--- src/rtl/mmu_tag_cam_pkg.sv ---
// Shared configuration, payload types and tag extraction for the MMU tag CAM.
package mmu_tag_pkg;

    localparam int unsigned ENTRIES = 8;
    localparam int unsigned VA_W    = 32;
    localparam int unsigned TAG_LSB = 20;
    localparam int unsigned DATA_W  = 24;
    localparam int unsigned IDX_W   = $clog2(ENTRIES);
    localparam int unsigned TAG_W   = VA_W - TAG_LSB;
    localparam int unsigned RD_W    = 1 + TAG_W + DATA_W;

    typedef logic [VA_W-1:0]   va_t;
    typedef logic [TAG_W-1:0]  tag_t;
    typedef logic [DATA_W-1:0] data_t;
    typedef logic [IDX_W-1:0]  idx_t;

    typedef struct packed {
        logic  valid;
        tag_t  tag;
        data_t data;
    } rd_result_t;

    function automatic tag_t tag_of(input va_t va);
        return va[VA_W-1:TAG_LSB];
    endfunction

endpackage

--- src/rtl/mmu_tag_cam_if.sv ---
// Fill / flush / lookup / debug-read bundle between the MMU walker, address path and tag CAM.
interface mmu_tag_cam_if;
    import mmu_tag_pkg::*;

    logic       WR_MRAM;
    va_t        WR_VA;
    data_t      WR_DATA;
    logic       FLUSH_ALL;
    logic       FLUSH_ONE;
    va_t        FLUSH_VA;
    logic       LU_REQ;
    va_t        LU_VA;
    logic       LU_VLD;
    logic       LU_HIT;
    idx_t       LU_IDX;
    data_t      LU_DATA;
    logic       MULTI_HIT;
    idx_t       RD_IDX;
    rd_result_t RD_RESULT;
    logic       FULL;

    modport master (
        output WR_MRAM, WR_VA, WR_DATA, FLUSH_ALL, FLUSH_ONE, FLUSH_VA,
               LU_REQ, LU_VA, RD_IDX,
        input  LU_VLD, LU_HIT, LU_IDX, LU_DATA, MULTI_HIT, RD_RESULT, FULL
    );

    modport slave (
        input  WR_MRAM, WR_VA, WR_DATA, FLUSH_ALL, FLUSH_ONE, FLUSH_VA,
               LU_REQ, LU_VA, RD_IDX,
        output LU_VLD, LU_HIT, LU_IDX, LU_DATA, MULTI_HIT, RD_RESULT, FULL
    );

endinterface

--- src/rtl/mmu_tag_cam_match.sv ---
// Combinational associative compare of one probe tag against all valid entries.
import mmu_tag_pkg::*;

module mmu_tag_match (
    input  tag_t               tag_i [ENTRIES],
    input  logic [ENTRIES-1:0] valid_i,
    input  tag_t               probe_i,
    output logic [ENTRIES-1:0] match_c_o,
    output idx_t               first_c_o,
    output logic               any_c_o,
    output logic               multi_c_o
);

    always_comb begin
        match_c_o = '0;
        for (int i = 0; i < ENTRIES; i++) begin
            match_c_o[i] = valid_i[i] && (tag_i[i] == probe_i);
        end
    end

    // Lowest matching index wins.
    always_comb begin
        first_c_o = '0;
        for (int i = ENTRIES - 1; i >= 0; i--) begin
            if (match_c_o[i]) first_c_o = IDX_W'(i);
        end
    end

    assign any_c_o   = |match_c_o;
    assign multi_c_o = |(match_c_o & (match_c_o - 1'b1));

endmodule

--- src/rtl/mmu_tag_cam.sv ---
// Fully associative MMU tag store: dedup/free/round-robin fill, single or full flush, 1-cycle lookup.
import mmu_tag_pkg::*;

module mmu_tag_cam (
    input logic         BCLK,
    input logic         BRESET,
    mmu_tag_cam_if.slave bus
);

    tag_t               tag_q  [ENTRIES];
    data_t              data_q [ENTRIES];
    logic [ENTRIES-1:0] valid_q, valid_d, valid_f1;
    idx_t               rp_q, rp_d;

    logic               wr_en;
    idx_t               wr_idx, free_idx;
    logic               free_any;

    logic               lu_vld_q, lu_hit_q, multi_q, full_q;
    idx_t               lu_idx_q;
    data_t              lu_data_q;
    rd_result_t         rd_q;

    logic [ENTRIES-1:0] lu_match, fl_match, wr_match;
    idx_t               lu_first, fl_first, wr_first;
    logic               lu_any, fl_any, wr_any;
    logic               lu_multi, fl_multi, wr_multi;

    mmu_tag_match u_lu_match (
        .tag_i     (tag_q),
        .valid_i   (valid_q),
        .probe_i   (tag_of(bus.LU_VA)),
        .match_c_o (lu_match),
        .first_c_o (lu_first),
        .any_c_o   (lu_any),
        .multi_c_o (lu_multi)
    );

    mmu_tag_match u_fl_match (
        .tag_i     (tag_q),
        .valid_i   (valid_q),
        .probe_i   (tag_of(bus.FLUSH_VA)),
        .match_c_o (fl_match),
        .first_c_o (fl_first),
        .any_c_o   (fl_any),
        .multi_c_o (fl_multi)
    );

    // Fill dedup sees the valid vector after a same-cycle single flush.
    mmu_tag_match u_wr_match (
        .tag_i     (tag_q),
        .valid_i   (valid_f1),
        .probe_i   (tag_of(bus.WR_VA)),
        .match_c_o (wr_match),
        .first_c_o (wr_first),
        .any_c_o   (wr_any),
        .multi_c_o (wr_multi)
    );

    logic unused_match;
    assign unused_match = ^{lu_match, fl_first, fl_any, fl_multi, wr_match, wr_multi};

    always_comb begin
        valid_f1 = valid_q & ~(bus.FLUSH_ONE ? fl_match : '0);
        free_any = 1'b0;
        free_idx = '0;
        for (int i = ENTRIES - 1; i >= 0; i--) begin
            if (!valid_f1[i]) begin
                free_any = 1'b1;
                free_idx = IDX_W'(i);
            end
        end
    end

    // Allocation: existing tag, then lowest free slot, then round-robin victim.
    always_comb begin
        wr_en   = 1'b0;
        wr_idx  = rp_q;
        rp_d    = rp_q;
        valid_d = valid_f1;
        if (bus.FLUSH_ALL) begin
            valid_d = '0;
            rp_d    = '0;
        end else if (bus.WR_MRAM) begin
            wr_en = 1'b1;
            if (wr_any) begin
                wr_idx = wr_first;
            end else if (free_any) begin
                wr_idx = free_idx;
            end else begin
                wr_idx = rp_q;
                rp_d   = rp_q + 1'b1;
            end
            valid_d[wr_idx] = 1'b1;
        end
    end

    always_ff @(posedge BCLK or negedge BRESET) begin
        if (!BRESET) begin
            valid_q <= '0;
            rp_q    <= '0;
            full_q  <= 1'b0;
        end else begin
            valid_q <= valid_d;
            rp_q    <= rp_d;
            full_q  <= &valid_d;
        end
    end

    // Tag/data payload is not reset; valid qualifies it.
    always_ff @(posedge BCLK) begin
        if (wr_en) begin
            tag_q[wr_idx]  <= tag_of(bus.WR_VA);
            data_q[wr_idx] <= bus.WR_DATA;
        end
    end

    always_ff @(posedge BCLK or negedge BRESET) begin
        if (!BRESET) begin
            lu_vld_q  <= 1'b0;
            lu_hit_q  <= 1'b0;
            lu_idx_q  <= '0;
            lu_data_q <= '0;
            multi_q   <= 1'b0;
            rd_q      <= '0;
        end else begin
            lu_vld_q <= bus.LU_REQ;
            if (bus.LU_REQ) begin
                lu_hit_q  <= lu_any;
                lu_idx_q  <= lu_any ? lu_first : '0;
                lu_data_q <= lu_any ? data_q[lu_first] : '0;
                multi_q   <= lu_multi;
            end
            rd_q.valid <= valid_q[bus.RD_IDX];
            rd_q.tag   <= tag_q[bus.RD_IDX];
            rd_q.data  <= data_q[bus.RD_IDX];
        end
    end

    assign bus.LU_VLD    = lu_vld_q;
    assign bus.LU_HIT    = lu_hit_q;
    assign bus.LU_IDX    = lu_idx_q;
    assign bus.LU_DATA   = lu_data_q;
    assign bus.MULTI_HIT = multi_q;
    assign bus.RD_RESULT = rd_q;
    assign bus.FULL      = full_q;

endmodule

--- src/flat_wrapper.sv ---
// flat-port wrapper written by rule: the top's interface ports become plain ports
module mmu_tag_cam_flat 
  (BCLK, BRESET, bus_WR_MRAM, bus_WR_VA, bus_WR_DATA, bus_FLUSH_ALL, bus_FLUSH_ONE, bus_FLUSH_VA, bus_LU_REQ, bus_LU_VA, bus_RD_IDX, bus_LU_VLD, bus_LU_HIT, bus_LU_IDX, bus_LU_DATA, bus_MULTI_HIT, bus_RD_RESULT, bus_FULL);
  mmu_tag_cam_if bus_i ();
  input logic BCLK;
  input logic BRESET;
  input wire logic [$bits(bus_i.WR_MRAM)-1:0] bus_WR_MRAM;
  input wire logic [$bits(bus_i.WR_VA)-1:0] bus_WR_VA;
  input wire logic [$bits(bus_i.WR_DATA)-1:0] bus_WR_DATA;
  input wire logic [$bits(bus_i.FLUSH_ALL)-1:0] bus_FLUSH_ALL;
  input wire logic [$bits(bus_i.FLUSH_ONE)-1:0] bus_FLUSH_ONE;
  input wire logic [$bits(bus_i.FLUSH_VA)-1:0] bus_FLUSH_VA;
  input wire logic [$bits(bus_i.LU_REQ)-1:0] bus_LU_REQ;
  input wire logic [$bits(bus_i.LU_VA)-1:0] bus_LU_VA;
  input wire logic [$bits(bus_i.RD_IDX)-1:0] bus_RD_IDX;
  output wire logic [$bits(bus_i.LU_VLD)-1:0] bus_LU_VLD;
  output wire logic [$bits(bus_i.LU_HIT)-1:0] bus_LU_HIT;
  output wire logic [$bits(bus_i.LU_IDX)-1:0] bus_LU_IDX;
  output wire logic [$bits(bus_i.LU_DATA)-1:0] bus_LU_DATA;
  output wire logic [$bits(bus_i.MULTI_HIT)-1:0] bus_MULTI_HIT;
  output wire logic [$bits(bus_i.RD_RESULT)-1:0] bus_RD_RESULT;
  output wire logic [$bits(bus_i.FULL)-1:0] bus_FULL;
  assign bus_i.WR_MRAM = bus_WR_MRAM;
  assign bus_i.WR_VA = bus_WR_VA;
  assign bus_i.WR_DATA = bus_WR_DATA;
  assign bus_i.FLUSH_ALL = bus_FLUSH_ALL;
  assign bus_i.FLUSH_ONE = bus_FLUSH_ONE;
  assign bus_i.FLUSH_VA = bus_FLUSH_VA;
  assign bus_i.LU_REQ = bus_LU_REQ;
  assign bus_i.LU_VA = bus_LU_VA;
  assign bus_i.RD_IDX = bus_RD_IDX;
  assign bus_LU_VLD = bus_i.LU_VLD;
  assign bus_LU_HIT = bus_i.LU_HIT;
  assign bus_LU_IDX = bus_i.LU_IDX;
  assign bus_LU_DATA = bus_i.LU_DATA;
  assign bus_MULTI_HIT = bus_i.MULTI_HIT;
  assign bus_RD_RESULT = bus_i.RD_RESULT;
  assign bus_FULL = bus_i.FULL;
  mmu_tag_cam u_core (.BCLK(BCLK), .BRESET(BRESET), .bus(bus_i));
endmodule
--- config.mk ---
export PLATFORM = sky130hd
export DESIGN_NAME = mmu_tag_cam_flat
export DESIGN_NICKNAME = d
export VERILOG_FILES = /design/src/rtl/mmu_tag_cam_pkg.sv /design/src/rtl/mmu_tag_cam_if.sv /design/src/rtl/mmu_tag_cam_match.sv /design/src/rtl/mmu_tag_cam.sv /design/src/flat_wrapper.sv
export SDC_FILE = /design/constraint.sdc
export NUM_CORES = 1
export LEC_CHECK = 0
export CAP_MARGIN = 20
export CORE_UTILIZATION = 35
export DETAILED_ROUTE_END_ITERATION = 10
export DONT_BUFFER_PORTS = 1
export GPL_ROUTABILITY_DRIVEN = 0
export GPL_TIMING_DRIVEN = 0
export PLACE_DENSITY = 0.51
export RECOVER_POWER = 100
export SETUP_SLACK_MARGIN = 0.2
export SYNTH_ARGS = -nofsm -noshare
export SYNTH_HDL_FRONTEND = slang
export SYNTH_SLANG_ARGS = --single-unit
--- constraint.sdc ---
create_clock -name BCLK -period 19.25 [get_ports BCLK]
set_input_delay 2.8875 -clock BCLK [delete_from_list [all_inputs] [get_ports BCLK]]
set_output_delay 2.8875 -clock BCLK [all_outputs]
set_load 0.005 [all_outputs]
==> impl_metrics.yaml, run 1 <==
status:
  status: "finished, violations left"
  violations: "max-capacitance violations, max-slew violations"
setup_path:
  cp_top_family: "simple AND/OR/NAND/NOR gates"
  cpPeakStageDelay_ps: 1890
  crit_path_top_delay_cell: "nor2b_1"
  cp.arrival_ps: 10230
  end_kind: "register"
  crit_fanout: 20
  crit_chain: "clkbuf_1 > xnor2_1 > nand4_1 > nor4_1 > nor3b_1 > a2111o_1 > or4b_1 > o21ai_0 > nor2b_1 > nor2b_1 > clkbuf_1"
  crit_type: "in2reg"
  critPathRequiredTime_ps: 19440
  critPathLaunchType: "input pin"
  crit_buf_inv: 2
  path_depth: 11
  r2r_cells: 10
synthesis:
  synth_top_family_by_area: "multiplexers"
  muxShareOfSynthArea_pct: 16.1
  yosys.area_share.simple_pct: 9.36
  synth.cell_area_sq_um: 19500
  syn-num-nets: 1548
  synthFlopType: "edfxtp_1"
  synth_cells: 1418
  synth_fa_ha_area_share_pct: 0.167
  seq_area_frac_synth_pct: 54.6
  avgSynthCellArea_sq_um: 13.7
  synth.ff_latch_count: 367
  synth_xor_area_share_pct: 13.1
  synth_edf_count: 288
  netlist-cell-type-count: 62
  synthArstFlopShare_pct: 21.5
  yosys_warnings: 0
  synth_compound_area_share_pct: 4.25
layout:
  drive_gt1_share_pct: 16.8
  num_antenna_cells: 0
  nets: 1618
  post_layout_nonfiller_instances: 2270
  nFillCells: 5285
  area_growth_pct: 12.2
grt:
  grt_pass1_wl_um: 94800
  grt_start_max_net_pins: 80
  globalRouteTotalUtil_pct: 23.4
  grt_pass1_vias: 13400
  grt-ovfl-total: 0
  antenna_found_initial: 0
worst_hold_path:
  hp-class: "reg2reg"
  hold-path-cell-count: 2
clock_tree:
  clkTransAtPathRegs_ps: 60
  cts_buffers: 42
  clock_sinks: 367
  htree_levels: 2
  cts_buffer_depth: 3
  cts_tree: "built"
  hold_buffers: 0
  insertion_delay_ps: 590
  cts_root_buffer: "clkbuf_16"
  cts_resized: 0
  postCtsSetupBuffers: 0
placement:
  dp_worst_setup_slack_ps: 11590
  dpl.hpwl_um: 47300
  portBuffers: 0
  dp_cells: 2187
timing:
  fin_skew_ps: 29.9
  timing.final.ws_setup_ps: 9210
  min_period_over_period_pct: 52.1
  timing.fmax_ghz: 0.0996
  tightest_slew_ps: 2490
  rsz0062_at_grt: "false"
  tns_ps: 0
  slew-limit-headroom_pct: -66.4
  setup_viol: 0
  hold_viol: 0
  post-route-min-period_ps: 10040
  maxSlewViolCount: 163
floorplanning:
  placementRows: 86
  ios: 197
  die_w_um: 238
  initial_core_util_pct: 35.4
  fp.dieArea_sq_um: 56500
  fp.dieH_um: 238
  fp.coreArea_sq_um: 55000
pwr:
  leakage_nw: 7.17
  peakVddDrop_mv: 0.0715
  power_density_nw_per_um2: 81.4
route:
  via_count: 12900
  ant_nets: 0
  drtIter0Drc: 1153
  wl_per_cell_um: 29.0
  wl_um: 65800
  vias_per_cell: 5.68
  drc_errors: 0
  first_pass_iters: 5
flow_run:
  maxCapViolCount: 7
-- cells in the mapped netlist (6+ instances only) --
library cell	number	area, sq um
buf_2	16	80.1
mux2_2	86	968
nor4_1	46	288
inv_1	15	56.3
a21oi_1	10	50.1
nor2_1	18	67.6
nor3b_1	6	45.0
buf_1	13	48.8
or4_1	11	82.6
dfrtp_1	79	1980
xor2_1	74	648
clkbuf_1	46	173
nand2b_1	26	163
xnor2_1	216	1890
edfxtp_1	288	8650
buf_6	11	124
mux4_2	74	1670
o21ai_0	31	155
mux2i_1	49	490
nand4_1	66	413
nand2_1	86	323
o211ai_1	48	360
and2_1	6	37.5
o22ai_1	6	37.5
nand3_1	29	145
-- worst paths after layout --
path	startpoint	to	slack, ps
max in group asynchronous	BRESET	u_core.bus.LU_DATA[18]	17070
hold / removal	u_core.bus.LU_DATA[4]	u_core.bus.LU_DATA[4]	540
setup reg to reg	u_core.tag_q[60]	u_core.data_q[0][17]	11730
hold reg to reg	u_core.bus.LU_DATA[4]	u_core.bus.LU_DATA[4]	540
min in group asynchronous	BRESET	u_core.bus.RD_RESULT[33]	2000
setup / recovery	bus_FLUSH_VA[20]	u_core.data_q[0][17]	9210
-- layout by cell type, fill, tap and decap left out, types with 5 or more instances in the layout --
| master | Yosys | layout |
|---|---|---|
| a21oi_1 | 10 | 10 |
| buf_1 | 13 | 9 |
| buf_2 | 16 | 16 |
| buf_6 | 11 | 10 |
| clkbuf_1 | 46 | 81 |
| clkbuf_16 | 0 | 42 |
| clkbuf_8 | 0 | 5 |
| clkinv_2 | 0 | 12 |
| dfrtp_1 | 79 | 79 |
| edfxtp_1 | 288 | 288 |
| inv_1 | 15 | 15 |
| mux2_1 | 0 | 13 |
| mux2_2 | 86 | 73 |
| mux2i_1 | 49 | 49 |
| mux4_2 | 74 | 74 |
| nand2_1 | 86 | 86 |
| nand2b_1 | 26 | 26 |
| nand3_1 | 29 | 29 |
| nand4_1 | 66 | 66 |
| nor2_1 | 18 | 18 |
| nor2b_1 | 5 | 5 |
| nor3_1 | 5 | 5 |
| nor3b_1 | 6 | 6 |
| nor4_1 | 46 | 47 |
| o211ai_1 | 48 | 48 |
| o21ai_0 | 31 | 32 |
| o22ai_1 | 6 | 6 |
| o41ai_1 | 5 | 5 |
| or4_1 | 11 | 12 |
| xnor2_1 | 216 | 216 |
| xor2_1 | 74 | 74 |
-- through the flow --
stage | util (%) | power (W) | hold slack, ps | cell area, sq um
global placement | 37.1 | 0.00102 | 529 | 20400
floorplan | - | 0.000982 | 497 | 19500
global route | 39.7 | 0.00183 | 584 | 21800
detailed placement | 37.6 | 0.00102 | 527 | 20700
finish | 39.7 | 0.00178 | 537 | 21800
CTS | 40.0 | 0.00179 | 543 | 22000
-- tightest hold or removal path: stages (launching register included) --
cell      delay (ps)
dfrtp_1          360
nand2b_1          60
o211ai_1          70
-- power by group --
group | switching [W] | total (W) | leakage (nW) | internal (W)
Combinational | 0.0000749 | 0.000128 | 2.90 | 0.0000530
Clock | 0.000341 | 0.000768 | 0.654 | 0.000428
Sequential | 0.00000991 | 0.000880 | 3.62 | 0.000870
Total | 0.000426 | 0.00178 | 7.17 | 0.00135
-- registers in the layout (all words and copies together) (netlist names) --
register              cells
u_core.data_q           192
u_core.tag_q             96
u_core.bus.RD_RESULT     37
u_core.bus.LU_DATA       24
u_core.valid_q            8
u_core.bus.LU_IDX         3
u_core.rp_q               3
u_core.bus.FULL           1
u_core.bus.LU_HIT         1
u_core.bus.LU_VLD         1
u_core.bus.MULTI_HIT      1
-- logic make-up (layout without fill, tap and decap cells) --
logic type,Yosys count,after routing
buf+inv,102,206
compound gates,120,120
mux,209,209
xor+xnor,290,290
simple gates,327,327
fa+ha+maj,3,3
flops,367,367
-- metal layers --
| metal | wire length, um | track usage [%] |
|---|---|---|
| met5 | 0 | 0 |
| met1 | 26700 | 29.8 |
| met2 | 32300 | 39.4 |
| met4 | 2360 | 8.91 |
| met3 | 4420 | 4.67 |
-- area by class of cell --
class	count	area (sq um)	share of cell area, %
multi-input combinational	949	8330	38.1
sequential	367	10600	48.7
clock inverter	22	161	0.739
inverter	15	56.3	0.258
buffer	87	422	1.93
timing repair buffer	26	148	0.676
tap	748	936	4.29
clock buffer	56	1150	5.28
(Power assumes the default switching activity.)
==> run 2, diff against run 1 <==
PLACE_DENSITY = 0.53   (was 0.51)
clock period = 8.2 ns   (was 19.25 ns; I/O delays follow)
==> impl_metrics.yaml, run 2 (synthesis results as in run 1) <==
layout:
  nFillCells: 5218
  final_cell_mix: "edfxtp_1 (288), xnor2_1 (216), nand2_1 (86)"
  drive_gt1_share_pct: 16.6
  area_growth_pct: 12.7
  nets: 1616
  post_layout_nonfiller_instances: 2269
  final_common_cell: "edfxtp_1"
  largest_reg_flops: 192
  final_cell_area_sq_um: 21900
  regMostFlops: "u_core.data_q"
route:
  vias_per_cell: 5.70
  ant_nets: 0
  first_pass_iters: 5
  wl_per_cell_um: 29.1
  drc_errors: 0
  wl_um: 66000
  drtIter0Drc: 1403
  via_count: 12900
setup_path:
  end_kind: "register"
  critPathRequiredTime_ps: 8430
  cp_common_cell: "clkbuf_1"
  crit_path_top_delay_cell: "nor4_1"
  critPathLaunchType: "input pin"
  crit_fanout: 8
  r2r_cells: 10
  crit_chain: "clkbuf_1 > xnor2_1 > nand4_1 > nor4_1 > nor3b_1 > a211o_1 > a22oi_1 > o21ai_0 > nor4_1 > clkbuf_1 > clkbuf_1 > clkbuf_1"
  crit_type: "in2reg"
  cp.arrival_ps: 6930
  cpPeakStageDelay_ps: 1120
timing:
  rsz0062_at_grt: "false"
  hold_ws_ps: 366
  fin_skew_ps: 35.8
  tightest_slew_ps: 2400
  hold_viol: 0
  min_period_over_period_pct: 81.7
  post-route-min-period_ps: 6700
  tns_ps: 0
  setup_viol: 0
  timing.fmax_ghz: 0.149
  maxSlewViolCount: 27
  slew-limit-headroom_pct: -60.2
grt:
  globalRouteTotalUtil_pct: 23.5
  antenna_found_initial: 0
  grt_start_max_net_pins: 80
  grt_pass1_vias: 13500
  grt-ovfl-total: 0
  grt_pass1_wl_um: 95000
flow_run:
  maxCapViolCount: 1
floorplanning:
  fp.dieH_um: 238
  initial_core_util_pct: 35.4
  fp.dieArea_sq_um: 56500
  placementRows: 86
  fp.coreArea_sq_um: 55000
  die_w_um: 238
  ios: 197
clock_tree:
  postCtsSetupBuffers: 0
  clkTransAtPathRegs_ps: 60
  htree_levels: 2
  clock_sinks: 367
  cts_buffers: 42
  cts_tree: "built"
  hold_buffers: 0
  cts_resized: 0
  insertion_delay_ps: 600
  cts_root_buffer: "clkbuf_16"
  cts_buffer_depth: 3
placement:
  postPlaceCellArea_sq_um: 20700
  dpl.hpwl_um: 47100
  portBuffers: 0
  dp_cells: 2187
pwr:
  total_power_w: 0.00421
  leakage_nw: 7.20
  peakVddDrop_mv: 0.147
  power_density_nw_per_um2: 192
worst_hold_path:
  hp-class: "in2async"
status:
  status: "finished, violations left"
  violations: "max-capacitance violations, max-slew violations"
## run 2: changes by cell type in the layout (fill, tap and decap cells not counted), moves of 2 or more
cell	before	now
and2_0	4	2
and2_2	0	2
buf_12	0	5
clkbuf_1	81	84
clkinv_1	4	2
clkinv_2	12	7
inv_6	2	0
## run 2: cell type report
class	instances	area [sq um]	share of cell area, %
flip-flops and latches	367	10600	48.4
multi-input cells	949	8340	38.0
clock buffers	65	1210	5.51
well taps	748	936	4.27
plain buffers	87	422	1.92
repair buffers	24	209	0.953
clock inverters	13	141	0.645
inverters	15	56.3	0.257
diodes	1	2.50	0.0114
## run 2: through the flow
step | setup slack, ps | util [%]
finish | 1500 | 39.9
global route | 1310 | 39.9
CTS | 2910 | 40.1
detailed placement | 2320 | 37.6
floorplan | 1080 | -
global placement | -4190 | 37.1
## run 2: path summary, 6_finish.rpt
path,start,slack [ps],end
setup reg to reg,u_core.tag_q[19],2200,u_core.tag_q[29]
hold reg to reg,u_core.bus.LU_DATA[9],540,u_core.bus.LU_DATA[9]
setup / recovery,bus_FLUSH_VA[20],1500,u_core.data_q[7][17]
max in group asynchronous,BRESET,7540,u_core.bus.RD_RESULT[26]
hold / removal,BRESET,370,u_core.bus.LU_DATA[3]
min in group BCLK,u_core.bus.LU_DATA[9],540,u_core.bus.LU_DATA[9]
## run 2: layer usage
layer	vias up	global-route usage, %	wire length (um)
met2	603	39.2	31900
met4	0	9.01	2490
met3	160	4.17	4700
met1	6638	30.3	26900
li1	5530	-	-
met5	-	0	0
## run 2: power breakdown
part	switching (W)	internal (W)	leakage, nW
combinational	0.000174	0.000125	2.93
clock	0.000789	0.00106	0.658
sequential	0.0000240	0.00204	3.62
## run 2: worst max-delay path, delay by kind of cell
kind | cells | cell delay (ps)
AND/OR/NAND/NOR | 4 | 2390
buffers and inverters | 4 | 2100
XOR/XNOR | 1 | 260
AO/OA/AOI/OAI | 3 | 940
